==> src/rtl/register_dump_controller.sv <==
// Streams all 32 registers of a dual-read-port register file out over a
// valid/ready interface, two registers per read, in ascending address order.
module register_dump_controller (
  input  logic        clk,
  input  logic        rst,
  input  logic        start,
  output logic        busy,
  output logic        done,
  output logic [4:0]  rsAddress,
  output logic [4:0]  rtAddress,
  output logic        registerRead,
  input  logic [31:0] readValue0,
  input  logic [31:0] readValue1,
  output logic        outValid,
  input  logic        outReady,
  output logic [31:0] outData,
  output logic [4:0]  outAddress
);

  typedef enum logic [2:0] {
    IDLE    = 3'd0,
    READ    = 3'd1,
    SEND_LO = 3'd2,
    SEND_HI = 3'd3,
    DONE    = 3'd4
  } state_t;

  state_t      state;
  state_t      state_next;
  logic [3:0]  k;
  logic [31:0] buf0;
  logic [31:0] buf1;

  logic last_pair;
  assign last_pair = (k == 4'd15);

  // NOTE: sequential state uses non-blocking assignments so every flop
  // samples pre-edge values, independent of block ordering.
  always_ff @(posedge clk) begin
    if (rst) begin
      state <= IDLE;
    end else begin
      state <= state_next;
    end
  end

  // NOTE: every signal written here gets a default first, so no path can
  // leave it unassigned and infer a latch.
  always_comb begin
    state_next = state;
    case (state)
      IDLE:    if (start) state_next = READ;
      READ:    state_next = SEND_LO;
      SEND_LO: if (outReady) state_next = SEND_HI;
      SEND_HI: begin
        if (outReady) begin
          state_next = last_pair ? DONE : READ;
        end
      end
      DONE:    state_next = IDLE;
      default: state_next = IDLE;
    endcase
  end

  // Pair counter and capture buffers; buffers are loaded only in READ so a
  // later register file write cannot disturb words waiting to be sent.
  always_ff @(posedge clk) begin
    if (rst) begin
      k    <= 4'd0;
      buf0 <= 32'd0;
      buf1 <= 32'd0;
    end else begin
      case (state)
        IDLE: begin
          if (start) k <= 4'd0;
        end
        READ: begin
          buf0 <= readValue0;
          buf1 <= readValue1;
        end
        SEND_HI: begin
          if (outReady && !last_pair) k <= k + 4'd1;
        end
        default: ;
      endcase
    end
  end

  // Outputs are pure functions of state, so they stay stable across stalls.
  always_comb begin
    busy         = 1'b0;
    done         = 1'b0;
    rsAddress    = 5'd0;
    rtAddress    = 5'd0;
    registerRead = 1'b0;
    outValid     = 1'b0;
    outData      = 32'd0;
    outAddress   = 5'd0;
    case (state)
      IDLE: ;
      READ: begin
        busy         = 1'b1;
        registerRead = 1'b1;
        rsAddress    = {k, 1'b0};
        rtAddress    = {k, 1'b1};
      end
      SEND_LO: begin
        busy       = 1'b1;
        outValid   = 1'b1;
        outData    = buf0;
        outAddress = {k, 1'b0};
      end
      SEND_HI: begin
        busy       = 1'b1;
        outValid   = 1'b1;
        outData    = buf1;
        outAddress = {k, 1'b1};
      end
      DONE: begin
        busy = 1'b1;
        done = 1'b1;
      end
      default: ;
    endcase
  end

endmodule

==> config.mk <==
export PLATFORM = sky130hd
export DESIGN_NAME = register_dump_controller
export DESIGN_NICKNAME = d
export VERILOG_FILES = /design/src/rtl/register_dump_controller.sv
export SDC_FILE = /design/constraint.sdc
export NUM_CORES = 1
export LEC_CHECK = 0
export ABC_AREA = 0
export BUFFER_PORTS_ARGS = -buffer_cell sky130_fd_sc_hd__buf_4
export CORE_MARGIN = 2
export CORE_UTILIZATION = 40
export DETAILED_ROUTE_END_ITERATION = 10
export GPL_TIMING_DRIVEN = 1
export PLACE_DENSITY = 0.67
export SLEW_MARGIN = 25
export SYNTH_ARGS = -nofsm -noshare
export SYNTH_HDL_FRONTEND = slang
export SYNTH_SLANG_ARGS = --single-unit
==> constraint.sdc <==
create_clock -name clk -period 2.1 [get_ports clk]
set_input_delay 0.42 -clock clk [delete_from_list [all_inputs] [get_ports clk]]
set_output_delay 0.42 -clock clk [all_outputs]
set_load 0.01 [all_outputs]
==> metrics, run 1 <==
status=completed; Worst slew margin=between 50% and 60%; initial antenna violation count=0; CP dominant cell by count=buf_4; vias in the first global route=2818; Comb pwr share=15.1%; Final period util=between 90% and 100%; Worst-Skew Late Latency=about 0.33 ns; post-synthesis sequential element count=71; Final Hold Fails=0; Mapped Cells=409; port bufs=117; grt ovf=0; ANT nets after route=0; routability cong.=~0.83; largest net degree at the start of global routing=65; sequential power share=between 40 and 50%; Seq/Total Area, Yosys=around 45%; Slew @ Worst Pin=around 0.66 ns; share of the synthesized area in the top cell type=44.9%; final setup skew=0.00708 ns; DR iter-0 viols=between 100 and 150; Core Region=7690 um^2; Die Y=between 90 and 100 um; DR vias/cell=around 4.8; sum of negative setup slack=0 ns; Max FO, Critical Path=27; final worst slack=0.129 ns; post_cts resized=0; DRC=0; GRT Util Overall=18.4%; number of diodes=0; cell area power density=764 nW/um^2; Primary FF master, synth=dfxtp_1; CTS hold repair buffers=0; Net Sw Frac=24.5%; Lkg Pwr=~1.8 nW; final core utilization=55.6%; Placed Area=4030 um^2; synth warn=0; CP cell instances=buf_4 -> nor2_1 -> xnor2_1 -> buf_4; Crit path arrival time=1.55 ns; Clock power frac=approximately two fifths; proportion of layout cells with a drive suffix above 1=28.1%; die width=92.9 um; Clk Tree Root Cell=clkbuf_8; count of pins over their slew limit=0; Inst Count DP=599; Setup WS pre-CTS=0.436 ns; number of synthesized flops with an enable pin=0; clock sink count=71; NetSw=around 0.8 mW; minimum hold slack=0.334 ns; Worst-path clk slew=0.07 ns; final instance area=roughly 4300 um^2; mean post-synth cell area=just under 8 um^2; max-cap violations=0; Num CTS Buffers=9; Post-CTS Setup Inserts=0; Vias=2933; Area Overhead vs Synth=35.2%; NumNets Final=577; Initial Util=41.1%; commonest cells in the netlist=nand2_1 (129), dfxtp_1 (71), a21oi_1 (65), nor2_1 (34), mux2i_1 (33); RSZ-0062 raised after global routing=no; Mapped Nets=between 400 and 500; routed length per instance=around 13 um; slowest CP cell=buf_4; CP Launch Type=register; count leader, synth=nand2_1; Netlist Area Pre-Place=approximately 3200 um^2; row cnt=32; power after layout=~3.3 mW; first-pass GRT wire length=12.9 mm; Worst EP required=~1.7 ns; Synth cell types=31; DP HPWL=approximately 5.4 mm; CP Capture Type=output pin; fraction of registers with async set/reset=0%; final setup violation count=0; CP max stage delay=approximately 0.36 ns; Hold Crit Class=in2reg; CTS tree=done; Peak VDD IR=0.359 mV; first-pass iteration count of the detailed router=5; area leader, netlist=dfxtp_1; Bufs on Longest Clock Path=2; # IOs=between 100 and 150; Fmax=507 MHz; H-tree depth=3; min Tclk post-route=1.97 ns; Die ar.=8640 um^2; reg-to-reg slack, setup=0.41 ns; Synth area leaders=dfxtp_1 (45%), nand2_1 (15%), mux2i_1 (10%); design internal power=roughly 2.5 mW; fin cells=615; Routed WL=7.93 mm; critical path class=reg2out
[flip-flops by register name, indices dropped and copies added, names as in the netlist]
register,flops
buf0,32
buf1,32
k,4
state,3
[cell type report]
cell class,count,area (um^2)
Clock inverter,6,108
Multi-Input combinational cell,297,1520
Clock buffer,10,138
Tap cell,102,128
Timing Repair Buffer,125,942
Fill cell,757,3410
Inverter,4,16.3
Sequential cell,71,1420
[critical path: cells and delay by family (launching register included)]
kind	cells	cell delay (ns)
buf+inv	2	0.52
flops	1	0.34
xor+xnor	1	0.21
simple gates	1	0.14
[cell families after synthesis]
group	synth area share, %
XOR/XNOR	0.277
flip-flops	44.9
AND/OR/NAND/NOR	24.8
adder cells (fa/ha/maj)	0.396
AO/OA/AOI/OAI	12.1
multiplexers	10.4
buffers and inverters	6.96
other	0.119
[worst paths after layout]
kind / from / end / cells after the start
max: state[0] / busy / 4
min: readValue0[11] / buf0[11] / 3
max reg2reg: state[2] / buf1[20] / 5
min reg2reg: buf0[10] / buf0[10] / 2
[per-layer routing]
| metal | wire length (um) | track usage [%] | up-vias |
|---|---|---|---|
| li1 | - | - | 1528 |
| met1 | 3520 | 23.0 | 1312 |
| met2 | 3780 | 30.3 | 83 |
| met3 | 534 | 5.61 | 10 |
| met4 | 88 | 6.13 | 0 |
| met5 | 0 | 0 | - |
[cell usage in the layout (no fill, tap or decap), drive strengths merged, types with 2 or more instances in the layout]
master,netlist,layout
and2,9,9
nor4,2,2
buf,25,125
and3,4,4
a31oi,4,4
a21oi,65,65
dfxtp,71,71
mux2i,33,33
inv,3,3
clkbuf,12,10
bufinv,0,3
nor2,34,34
o311ai,2,2
nand3,2,2
clkinv,1,3
or3b,2,2
nand2,129,129
[power groups by stage]
stage / clock network [mW] / registers, mW / logic, mW
floorplan: 0 / 1.49 / 0.314
global placement: 0 / 1.50 / 0.489
detailed placement: 0 / 1.50 / 0.495
CTS: 1.35 / 1.47 / 0.496
global route: 1.41 / 1.48 / 0.547
finish: 1.31 / 1.47 / 0.493
Power figures use the tool's default switching activity.
==> run 2, diff against run 1 <==
--- a/config.mk
+++ b/config.mk
@@ -12,6 +12,7 @@
 export DETAILED_ROUTE_END_ITERATION = 10
 export GPL_TIMING_DRIVEN = 1
 export PLACE_DENSITY = 0.67
+export RECOVER_POWER = 25
 export SLEW_MARGIN = 25
 export SYNTH_ARGS = -nofsm -noshare
 export SYNTH_HDL_FRONTEND = slang
==> run 2 against run 1 <==
Effect of this change:
- critical endpoint unchanged
- power barely moved
- critical path depth is the same
- via count increased by 0.34%
- register-to-register slack got worse by 0.09 ns
- wire length shrank 0.23%
- largest power group unchanged
- cell area barely moved
- sequential share of layout area about the same
- clock power about the same
==> metrics, run 2 (synthesis gave the netlist of run 1 again) <==
Worst-path clk slew=0.07 ns (about the same); Clk Tree Root Cell=clkbuf_8; routed length per instance=12.9 um (-0.23%); Sequential Area=1420 um^2 (unchanged); Worst-Skew Late Latency=0.33 ns (about the same); status=completed; hold depth=3 (unchanged); ANT nets after route=0 (unchanged); Bufs on Longest Clock Path=2 (unchanged); Fmax=507 MHz (-0.15%); first-pass GRT wire length=12.9 mm (unchanged); largest net degree at the start of global routing=65 (unchanged); final setup skew=0.00794 ns (+0.000863 ns); final instance area=4270 um^2 (about the same); CP cell instances=buf_4 -> nor2_1 -> xnor2_1 -> buf_4; clock sink count=71 (unchanged); row cnt=32 (unchanged); Area Overhead vs Synth=35.1% (about the same); Slew @ Worst Pin=0.710 ns (+0.0530 ns); GRT Util Overall=18.4% (unchanged); DRC=0 (unchanged); multi-input logic area=1520 um^2 (-0.16%); number of diodes=0 (unchanged); R2R Path End=k[2]; cell area power density=764 nW/um^2 (about the same); H-tree depth=3 (unchanged); Hold EP=buf0[11]; Worst EP required=1.68 ns (about the same); Num CTS Buffers=9 (unchanged); Worst slew margin=52.7% (-3.5 points); DR vias/cell=4.79 (+0.34%); proportion of layout cells with a drive suffix above 1=27.9% (-0.19 points); sum of negative setup slack=0 ns (unchanged); hold_sp=readValue0[11]; r2r worst-path depth=4 (-1); critical path class=reg2out; Crit path arrival time=1.55 ns (about the same); first-pass iteration count of the detailed router=4 (-1); Placed Area=4030 um^2 (unchanged); reg-to-reg slack, setup=0.32 ns (-0.09 ns); vias in the first global route=2818 (unchanged); die width=92.9 um (unchanged); Die ar.=8640 um^2 (unchanged); Final period util=94.0% (+0.14 points); final core utilization=55.6% (about the same); CTS tree=done; DP HPWL=5.40 mm (unchanged); grt ovf=0 (unchanged); Initial Util=41.1% (unchanged); worst r2r src=state[0]; initial antenna violation count=0 (unchanged); Peak VDD IR=0.359 mV (-0.11%); Core Region=7690 um^2 (unchanged); max-cap violations=0 (unchanged); minimum hold slack=0.332 ns (-0.00135 ns); Setup WS pre-CTS=0.436 ns (unchanged); count of pins over their slew limit=0 (unchanged); Max FO, Critical Path=27 (unchanged); CP max stage delay=0.36 ns (about the same); Die Y=92.9 um (unchanged); final worst slack=0.126 ns (-0.00292 ns); CP Capture Type=output pin; min Tclk post-route=1.97 ns (+0.00292 ns); fillcell total=758 (+0.13%); Final Hold Fails=0 (unchanged); Routed WL=7.91 mm (-0.23%); top flop regs=buf0 (32), buf1 (32), k (4); most frequent cells in the layout=nand2_1 (129), buf_4 (122), dfxtp_1 (70), a21oi_1 (65), nor2_1 (34); RSZ-0062 raised after global routing=no; CP Launch Type=register; port bufs=117 (unchanged); routability cong.=0.827 (unchanged); Vias=2943 (+0.34%); CP dominant cell by count=buf_4; Hold Crit Class=in2reg; NumNets Final=577 (unchanged); final setup violation count=0 (unchanged); DR iter-0 viols=109 (-8.4%); slowest CP cell=buf_4; Lkg Pwr=1.77 nW (-0.15%); # IOs=119 (unchanged); Post-CTS Setup Inserts=0 (unchanged); commonest non-fill, non-tap cell in the layout=nand2_1; CTS hold repair buffers=0 (unchanged)
run 2: cell types whose count changed in the layout (fill, tap and decap cells not counted):
cell,delta
o311ai_0,+1
or3b_1,+1
o311ai_1,-1
clkbuf_4,+2
or3b_4,-1
buf_4,-2
run 2: cell type report:
type                            count  area share [%]
Inverter                            4           0.381
Clock inverter                      6            2.52
Multi-Input combinational cell    297            35.5
Tap cell                          102            2.99
Sequential cell                    71            33.3
Clock buffer                       10            3.22
Timing Repair Buffer              125            22.0
run 2: power by group:
group	switching, mW	internal, mW
logic	0.268	0.221
clock network	0.490	0.817
registers	0.0407	1.43
total	0.799	2.47
run 2: layer usage:
metal	vias up	share of wire, %	track usage [%]
met1	1309	44	23.0
met2	95	47	30.3
met5	-	0	0
li1	1529	-	-
met4	0	1.1	6.13
met3	10	7.1	5.61
run 2: repair_timing:
item / in CTS / in global routing
resized for setup: 0 / 1
endpoints found under the setup margin: 0 / 1
hold endpoints to repair: 0 / 0
run 2: how the worst max path moves through the flow:
stage | startpoint | endpoint | slack [ns] | cells after the start
final | state[0] | busy | 0.13 | 4
after global routing | state[0] | busy | 0.04 | 4
after CTS | state[2] | outData[5] | 0.11 | 4
after detailed placement | state[2] | buf1[10] | 0.44 | 5
after global placement | state[2] | buf1[20] | 0.49 | 5
after floorplan | state[2] | rtAddress[3] | 0.24 | 7
run 2: metrics by stage:
step | instances | power, mW
floorplan | 409 | 1.80
global placement | 599 | 1.98
detailed placement | 599 | 1.99
CTS | 615 | 3.31
global route | 615 | 3.43
finish | 615 | 3.26
run 2: worst max-delay path: cells and delay by family (launching register included):
family	cells	cell delay [ns]
DFF	1	0.34
buffers and inverters	2	0.52
and+or+nand+nor	1	0.14
xor gates and xnor gates	1	0.22
